--- config.mk ---
export PLATFORM = sky130hd
export DESIGN_NAME = cla_pipe_adder
export DESIGN_NICKNAME = d
export VERILOG_FILES = /design/src/rtl/cla_pkg.sv /design/src/rtl/cla_group4.sv /design/src/rtl/cla_pipe_adder.sv
export SDC_FILE = /design/constraint.sdc
export NUM_CORES = 1
export LEC_CHECK = 0
export CAP_MARGIN = 20
export CORE_UTILIZATION = 42
export CTS_BUF_LIST = sky130_fd_sc_hd__clkbuf_2
export DETAILED_ROUTE_END_ITERATION = 8
export PLACE_DENSITY = 0.7
export SYNTH_ARGS = -nofsm -noshare
export SYNTH_HDL_FRONTEND = slang
export SYNTH_SLANG_ARGS = --single-unit
--- constraint.sdc ---
create_clock -name clk -period 3.4 [get_ports clk]
set_clock_uncertainty 0.05 [all_clocks]
set_input_delay 0.34 -clock clk [delete_from_list [all_inputs] [get_ports clk]]
set_output_delay 0.34 -clock clk [all_outputs]
set_load 0.01 [all_outputs]
--- src/rtl/cla_pkg.sv ---
// cla_pkg: shared definitions for the pipelined carry-lookahead adder.
//   CLA_GRP_W     - width of one lookahead group (fixed 4-bit groups)
//   cla_grp_pg    - reduces per-bit propagate/generate of a group to group P/G
//   cla_stg_ctl_t - per-stage control record (valid + slice carry-out). The
//                   width-dependent parts of a stage record (sum so far and the
//                   not-yet-consumed operand bits) change size from stage to
//                   stage, so they are declared inside each stage's scope.
package cla_pkg;

   localparam int CLA_GRP_W = 4;

   typedef struct packed {
      logic valid;
      logic carry;
   } cla_stg_ctl_t;

   // Returns {P, G} for one 4-bit group.
   function automatic logic [1:0] cla_grp_pg(input logic [3:0] p, input logic [3:0] g);
      logic gp, gg;
      gp = &p;
      gg = g[3] | (p[3] & g[2]) | (p[3] & p[2] & g[1]) | (p[3] & p[2] & p[1] & g[0]);
      return {gp, gg};
   endfunction

endpackage

--- src/rtl/cla_group4.sv ---
// cla_group4: combinational 4-bit carry-lookahead group.
//   a_i, b_i : group operand bits
//   c_i      : carry into the group
//   s_o      : group sum bits
//   p_o, g_o : group propagate / generate for the slice-level lookahead
module cla_group4
   import cla_pkg::*;
(
   input  logic [CLA_GRP_W-1:0] a_i,
   input  logic [CLA_GRP_W-1:0] b_i,
   input  logic                 c_i,
   output logic [CLA_GRP_W-1:0] s_o,
   output logic                 p_o,
   output logic                 g_o
);

   logic [CLA_GRP_W-1:0] p, g, cy;

   assign p = a_i ^ b_i;
   assign g = a_i & b_i;

   // Internal carries fully expanded so no bit waits on its neighbour.
   assign cy[0] = c_i;
   assign cy[1] = g[0] | (p[0] & c_i);
   assign cy[2] = g[1] | (p[1] & g[0]) | (p[1] & p[0] & c_i);
   assign cy[3] = g[2] | (p[2] & g[1]) | (p[2] & p[1] & g[0]) | (p[2] & p[1] & p[0] & c_i);

   assign s_o        = p ^ cy;
   assign {p_o, g_o} = cla_grp_pg(p, g);

endmodule

--- src/rtl/cla_pipe_adder.sv ---
// cla_pipe_adder: pipelined carry-lookahead adder, one result per cycle.
//   Stage k adds operand slice k (WIDTH/STAGES bits) using the carry registered
//   by stage k-1. Operand bits not yet consumed ride along in skew registers;
//   completed sum bits ride along to the output so S is coherent.
// Parameters: WIDTH (multiple of 4*STAGES), STAGES (>=1)
// Ports:
//   clk, rst                  clock, synchronous active-high reset
//   in_valid/in_ready, a,b,c  input handshake, operands, carry-in
//   out_valid/out_ready, S,C  output handshake, sum mod 2^WIDTH, carry-out
//   sub, ovf                  subtract select / signed overflow (CLA_SUB_EN only)
// Build option: define CLA_SUB_EN to add the subtract/overflow feature.
module cla_pipe_adder
   import cla_pkg::*;
#(
   parameter int WIDTH  = 16,
   parameter int STAGES = 2
) (
   input  logic             clk,
   input  logic             rst,
   input  logic             in_valid,
   output logic             in_ready,
   input  logic [WIDTH-1:0] a,
   input  logic [WIDTH-1:0] b,
   input  logic             c,
`ifdef CLA_SUB_EN
   input  logic             sub,
   output logic             ovf,
`endif
   output logic             out_valid,
   input  logic             out_ready,
   output logic [WIDTH-1:0] S,
   output logic             C
);

   localparam int SW = WIDTH / STAGES;   // bits per slice
   localparam int NG = SW / CLA_GRP_W;   // groups per slice

   // Subtraction is folded in at the input, so the inverted B and forced
   // carry-in travel with the transaction instead of a separate sub bit.
   logic [WIDTH-1:0] b_eff;
   logic             c_eff;
`ifdef CLA_SUB_EN
   assign b_eff = sub ? ~b : b;
   assign c_eff = sub | c;
`else
   assign b_eff = b;
   assign c_eff = c;
`endif

   // Stage k may load when empty or when the stage after it moves on.
   logic [STAGES:0]   en;
   logic [STAGES-1:0] vld;

   always_comb begin
      en         = '0;
      en[STAGES] = out_ready;
      for (int k = STAGES - 1; k >= 0; k--) en[k] = !vld[k] || en[k+1];
   end

   for (genvar k = 0; k < STAGES; k++) begin : g_stg
      localparam int HI = (k + 1) * SW;   // sum bits complete after this stage

      logic [SW-1:0] sa, sb, ssum;
      logic [NG-1:0] gp, gg;
      logic [NG:0]   gc;                  // gc[NG] is the slice carry-out
      logic          ci, vin;
      logic [HI-1:0] sum_d, sum_q;
      cla_stg_ctl_t  ctl_q;

      if (k == 0) begin : g_src
         assign sa    = a[SW-1:0];
         assign sb    = b_eff[SW-1:0];
         assign ci    = c_eff;
         assign vin   = in_valid;
         assign sum_d = ssum;
      end else begin : g_src
         assign sa    = g_stg[k-1].g_skew.a_q[SW-1:0];
         assign sb    = g_stg[k-1].g_skew.b_q[SW-1:0];
         assign ci    = g_stg[k-1].ctl_q.carry;
         assign vin   = g_stg[k-1].ctl_q.valid;
         assign sum_d = {ssum, g_stg[k-1].sum_q};
      end

      for (genvar j = 0; j < NG; j++) begin : g_grp
         cla_group4 u_grp (
            .a_i (sa[j*CLA_GRP_W +: CLA_GRP_W]),
            .b_i (sb[j*CLA_GRP_W +: CLA_GRP_W]),
            .c_i (gc[j]),
            .s_o (ssum[j*CLA_GRP_W +: CLA_GRP_W]),
            .p_o (gp[j]),
            .g_o (gg[j])
         );
      end

      // Group carries as flat sum-of-products over group P/G:
      // gc[j] = OR_i (gg[i] & gp[i+1..j-1]) | (gp[0..j-1] & ci)
      always_comb begin
         logic acc, prod;
         gc    = '0;
         gc[0] = ci;
         for (int j = 1; j <= NG; j++) begin
            acc  = 1'b0;
            prod = 1'b1;
            for (int i = j - 1; i >= 0; i--) begin
               acc  = acc | (gg[i] & prod);
               prod = prod & gp[i];
            end
            gc[j] = acc | (prod & ci);
         end
      end

      // Data only moves with a real transaction; bubbles leave it untouched,
      // which keeps S/C steady between results.
      always_ff @(posedge clk) begin
         if (rst) begin
            ctl_q <= '0;
            sum_q <= '0;
         end else if (en[k]) begin
            ctl_q.valid <= vin;
            if (vin) begin
               ctl_q.carry <= gc[NG];
               sum_q       <= sum_d;
            end
         end
      end

      assign vld[k] = ctl_q.valid;

      // Operand bits still to be added by later stages.
      if (k < STAGES - 1) begin : g_skew
         logic [WIDTH-HI-1:0] a_d, b_d, a_q, b_q;
         if (k == 0) begin : g_in
            assign a_d = a[WIDTH-1:HI];
            assign b_d = b_eff[WIDTH-1:HI];
         end else begin : g_in
            assign a_d = g_stg[k-1].g_skew.a_q[WIDTH-k*SW-1:SW];
            assign b_d = g_stg[k-1].g_skew.b_q[WIDTH-k*SW-1:SW];
         end
         always_ff @(posedge clk) begin
            if (en[k] && vin) begin
               a_q <= a_d;
               b_q <= b_d;
            end
         end
      end
   end

`ifdef CLA_SUB_EN
   // Signed overflow from the top slice's operand and sum sign bits.
   logic ovf_d, ovf_q;
   assign ovf_d = (g_stg[STAGES-1].sa[SW-1] == g_stg[STAGES-1].sb[SW-1]) &&
                  (g_stg[STAGES-1].ssum[SW-1] != g_stg[STAGES-1].sa[SW-1]);
   always_ff @(posedge clk) begin
      if (rst)                                      ovf_q <= 1'b0;
      else if (en[STAGES-1] && g_stg[STAGES-1].vin) ovf_q <= ovf_d;
   end
   assign ovf = ovf_q;
`endif

   assign in_ready  = en[0];
   assign out_valid = vld[STAGES-1];
   assign S         = g_stg[STAGES-1].sum_q;
   assign C         = g_stg[STAGES-1].ctl_q.carry;

endmodule

After elaboration in Yosys (flattened, before gate mapping) --
Cells that the tools add are included.
Storage, ports and cells: flip-flop bits (word level) 44, bits in latches 0, memory bits (writable) 0, ROM bits 0, output and inout bits 19, memories 0
Operators by class: add/sub/neg operators 0, $mul 0, divide/modulo/power cells 0, order comparisons 0, equality and inequality tests 0, shifts and indexed selects 0, muxes and demuxes 0, bitwise operators 118, reductions and logical operators 11
Operators with widths (count):
- 1-bit AND | 64
- 1-bit bitwise OR | 42
- 4-bit XOR | 8
- 4-bit AND | 4
- 4-bit AND reduction | 4
- 2-bit AND reduction | 2
- 1-bit logical NOT | 2
- 1-bit logical OR | 2
- 1-bit logical AND | 1

Logic depth before layout (Yosys ltp) --
word-level depth 9, depth in mapped cells 8, depth with buffers taken out 8

Cells and area by module --
Synthesis repeated with hierarchy kept, for this count alone.
Unflattened totals: cell total of the unflattened synthesis 232, area, all modules 2383.5 um^2
Modules (own cells, without submodules):
- cla_pipe_adder | instances 1, cells an instance 144, area each 1652.8 um^2, sequential area each 1041.0 um^2
- cla_group4 | instances 4, cells an instance 22, area each 182.7 um^2, sequential area each 0.0 um^2

Worst setup path before layout --
No wires, ideal clock.
path kind reg2reg, start point register g_stg[0].g_skew.a_q[0], end point register g_stg[1].sum_q[13], in the netlist S[13], library setup time 0.086 ns, arrival time 1.968 ns, data required time 3.264 ns, setup slack 1.297 ns, cell stages (with the launch flop) 9, period minus slack after synthesis 2.103 ns, cell sequence edfxtp_1 > ha_1 > a211oi_2 > nor2_2 > o21ai_0 > nand2b_1 > fa_1 > xnor2_1 > a211oi_1
On the way: longest elaborated chain between the ends 7, elaborated cells on any way between the ends 10, classes of those cells bitwise: 9; reduce/logical: 1
RTL lines:
- from (decl) | RTL line cla_pipe_adder.sv:131 | logic [WIDTH-HI-1:0] a_d, b_d, a_q, b_q;
- from (signal assigned) | RTL line cla_pipe_adder.sv:141 | a_q <= a_d;
- 4-bit XOR / 4-bit AND (equally long branches) | RTL line cla_group4.sv:19, cla_group4.sv:20
- 4-bit AND reduction / 1-bit AND (equally long branches) | RTL line cla_pkg.sv:20, cla_pkg.sv:21
- 1-bit AND / 1-bit bitwise OR (equally long branches) | RTL line cla_pipe_adder.sv:108, cla_pkg.sv:21
- 1-bit bitwise OR (*) | RTL line cla_pipe_adder.sv:108 | gc[j] = acc | (prod & ci);
- 1-bit AND (*) | RTL line cla_group4.sv:24 | assign cy[1] = g[0] | (p[0] & c_i);
- 1-bit bitwise OR (*) | RTL line cla_group4.sv:24
- 4-bit XOR (*) | RTL line cla_group4.sv:28 | assign s_o = p ^ cy;
- to (signal assigned) | RTL line cla_pipe_adder.sv:122 | sum_q <= sum_d;
- to (decl) | RTL line cla_pipe_adder.sv:67 | logic [HI-1:0] sum_d, sum_q;
Every way passes the cells marked *; elsewhere a longest branch is shown, timed or not. A chain may end at the register's enable or synchronous reset.

Worst setup path in the final report --
Ends and elaborated chain as after synthesis.

==> results.ini <==
[run_status]
status=finished, final reports clean

[logic_synthesis]
netlist_instances=216
synthXorXnorAreaFrac=0.01625
yosysWarnings=0
synth_top_area_share=0.2600
yosysTopAreaCell=dfxtp_1
async_reset_ff_frac=0
synth_top_family_by_area=simple AND/OR/NAND/NOR gates
yosysUniqueCellTypes=39
synthAdderAreaFrac=0.1300
synth_area_um2=2156
ys_seq_area_frac=0.4829
syn_area_per_cell_um2=9.981
ys_ff_latch=44
syn_nets=273
synth_edf_count=16
synth.area.top_cells=dfxtp_1 (26%), edfxtp_1 (22%), ha_1 (9.3%)
synthSimpleGateAreaFrac=0.1672
synth_compound_area_frac=0.1544
synth_flop_cell=dfxtp_1
synthMuxAreaShare=0.009286

[sta]
setup-tns-final_ps=0
finalCriticalPeriod_ps=2285
relSlewSlack=0.5634
finalSetupViolations=0
rsz0062_at_grt=no
post-route-period-util=0.6722
fin_ws_ps=1115
worst_pin_slew_ps=653.4
hold_viol_final=0
report.final.slew_viol_count=0
fmax_mhz=437.6

[worst_setup_path]
worstPathRequired_ps=3700
critPathKind=reg -> reg
path_max_fanout=5
critPathLaunchType=register
endpoint_kind=register
worstPathArrival_ps=2580

[clock_tree]
postCtsSetupRepairBufs=0
htreeDepth=2
cts_resized=0
cts_made_buffers=5
cts_max_path_buffers=2
tritoncts=done
ctsHoldBuffers=0
path_clk_slew_ps=220
clock_latency_ps=410
root_buffer=clkbuf_2
cts_sinks=44

[route]
wl_per_cell_um=12.51
drc=0
dr.first_iter.drc_count=65
drtAntennaViolNets=0
via_count=1742
viasPerCell=5.124
first_pass_iters=4
wl_um=4255

[placement]
globalplace.congestion=0.7959
port_buffers=55
place_inst=332
place_ws_ps=731.9
dp_hpwl_um=3130
placed_area_um2=2753

[finish]
syn_to_final_growth_pct=30.70
final_area_um2=2818
drive_above_1_share=0.05495
fill_cells=461
nets=329
diodes=0
stdcell_count=340

[die]
die_y_um=73.65
ios=56
initial_core_util=0.4475
num_rows=25
die_w_um=73.65
dieArea_um2=5424
core-area_um2=4817

[global_route]
grt_overflow=0
grt_max_degree=26
grt_pass1_wl_um=7017
antenna_found_initial=0
grt_pass1_vias=1564
grt_use_total=0.1724

[power]
power_leakage_nw=1.095
p_total_mw=1.129
ir_drop_mv=0.2146
powerDensity_nw_per_um2=400.7

[run]
drv_cap=0

[hold_path]
min_path_type=in -> reg

==> final cells by class <==
| type | count | area [µm²] | area share |
|---|---|---|---|
| multi-input cells | 154 | 1028 | 0.3650 |
| repair buffers | 56 | 558.0 | 0.1980 |
| inverters | 11 | 41.29 | 0.01465 |
| flip-flops and latches | 44 | 1041 | 0.3695 |
| clock buffers | 6 | 30.03 | 0.01066 |
| well taps | 67 | 83.83 | 0.02975 |
| clock inverters | 2 | 35.03 | 0.01243 |
==> cell usage after synthesis (2+ instances only) <==
cell type / instances
and3_1: 2
o21ai_0: 3
mux2i_1: 2
buf_2: 3
nand2b_1: 3
a21o_2: 2
dfxtp_1: 28
o21bai_1: 2
buf_6: 2
fa_1: 4
a21boi_0: 2
clkbuf_1: 2
or3_1: 2
or4_1: 2
nand3_1: 6
and4_1: 2
ha_1: 16
a31oi_1: 2
nand2_1: 36
and2_1: 2
xnor2_1: 4
nor3_1: 5
a21o_1: 2
o41a_1: 2
a211oi_1: 6
o31a_1: 2
a211oi_2: 2
a21oi_1: 22
nor2_1: 13
edfxtp_1: 16
inv_1: 10
nor4_1: 2
==> metal layers <==
metal | up-vias | share of wire | global-route usage
met5 | - | 0 | 0
met4 | 0 | 0.011 | 0.05128
met3 | 4 | 0.051 | 0.04390
met2 | 46 | 0.45 | 0.2783
met1 | 812 | 0.48 | 0.2275
li1 | 880 | - | -
==> per-stage QoR <==
step | hold slack [ps] | utilization
CTS | 389.7 | 0.5849
global route | 369.2 | 0.5849
detailed placement | 395.4 | 0.5714
global placement | 390.2 | 0.5714
finish | 398.9 | 0.5849
floorplan | 382.0 | -
==> layout by cell type (no fill, tap or decap), types with 2 or more instances in the layout <==
cell             Yosys  layout
a211oi_1             6       6
a211oi_2             2       2
a21boi_0             2       2
a21o_1               2       2
a21o_2               2       2
a21oi_1             22      22
a31oi_1              2       2
and2_1               2       2
and3_1               2       2
and4_1               2       2
clkbuf_2             0       6
clkdlybuf4s50_1      0      55
dfxtp_1             28      28
edfxtp_1            16      16
fa_1                 4       4
ha_1                16      16
inv_1               10      10
mux2i_1              2       2
nand2_1             36      36
nand2b_1             3       3
nand3_1              6       6
nor2_1              13      13
nor3_1               5       5
nor4_1               2       2
o21ai_0              3       3
o21bai_1             2       2
o31a_1               2       2
o41a_1               2       2
or3_1                2       2
or4_1                2       2
xnor2_1              4       4
==> worst max-delay path, stage by stage, from the launching register on <==
cell and delay [ps]:
edfxtp_1 440, ha_1 340, a211oi_2 240, nor2_2 90, o21ai_0 230, nand2b_1 110, fa_1 380, xnor2_1 130
a211oi_1 210
==> path summary, 6_finish.rpt <==
path / startpoint / end / slack [ps] / cells after the start
setup reg to reg: g_stg[0].g_skew.a_q[0] / S[13] / 1110 / 8
setup / recovery: g_stg[0].g_skew.a_q[0] / S[13] / 1110 / 8
hold / removal: a[13] / g_stg[0].g_skew.a_q[5] / 400 / 1
hold reg to reg: g_stg[0].sum_q[4] / S[4] / 410 / 2
==> flip-flops by register name, indices dropped and copies added (netlist names) <==
register	flops
S	16
g_stg.g_skew.a_q	8
g_stg.g_skew.b_q	8
g_stg.sum_q	8
C	1
g_stg.ci	1
g_stg.vin	1
out_valid	1
==> logic make-up (layout without fill, tap and decap cells) <==
kind of cell,Yosys count,after routing
compound gates,50,50
mux,2,2
buf+inv,18,75
fa+ha+maj,20,20
flops,44,44
simple gates,78,78
xor+xnor,4,4
==> power breakdown <==
group | total (mW) | switching (mW) | internal (mW)
Combinational | 0.234 | 0.111 | 0.123
Clock | 0.295 | 0.169 | 0.126
Sequential | 0.600 | 0.0175 | 0.583
No activity file was read; power rests on OpenSTA's default activity.
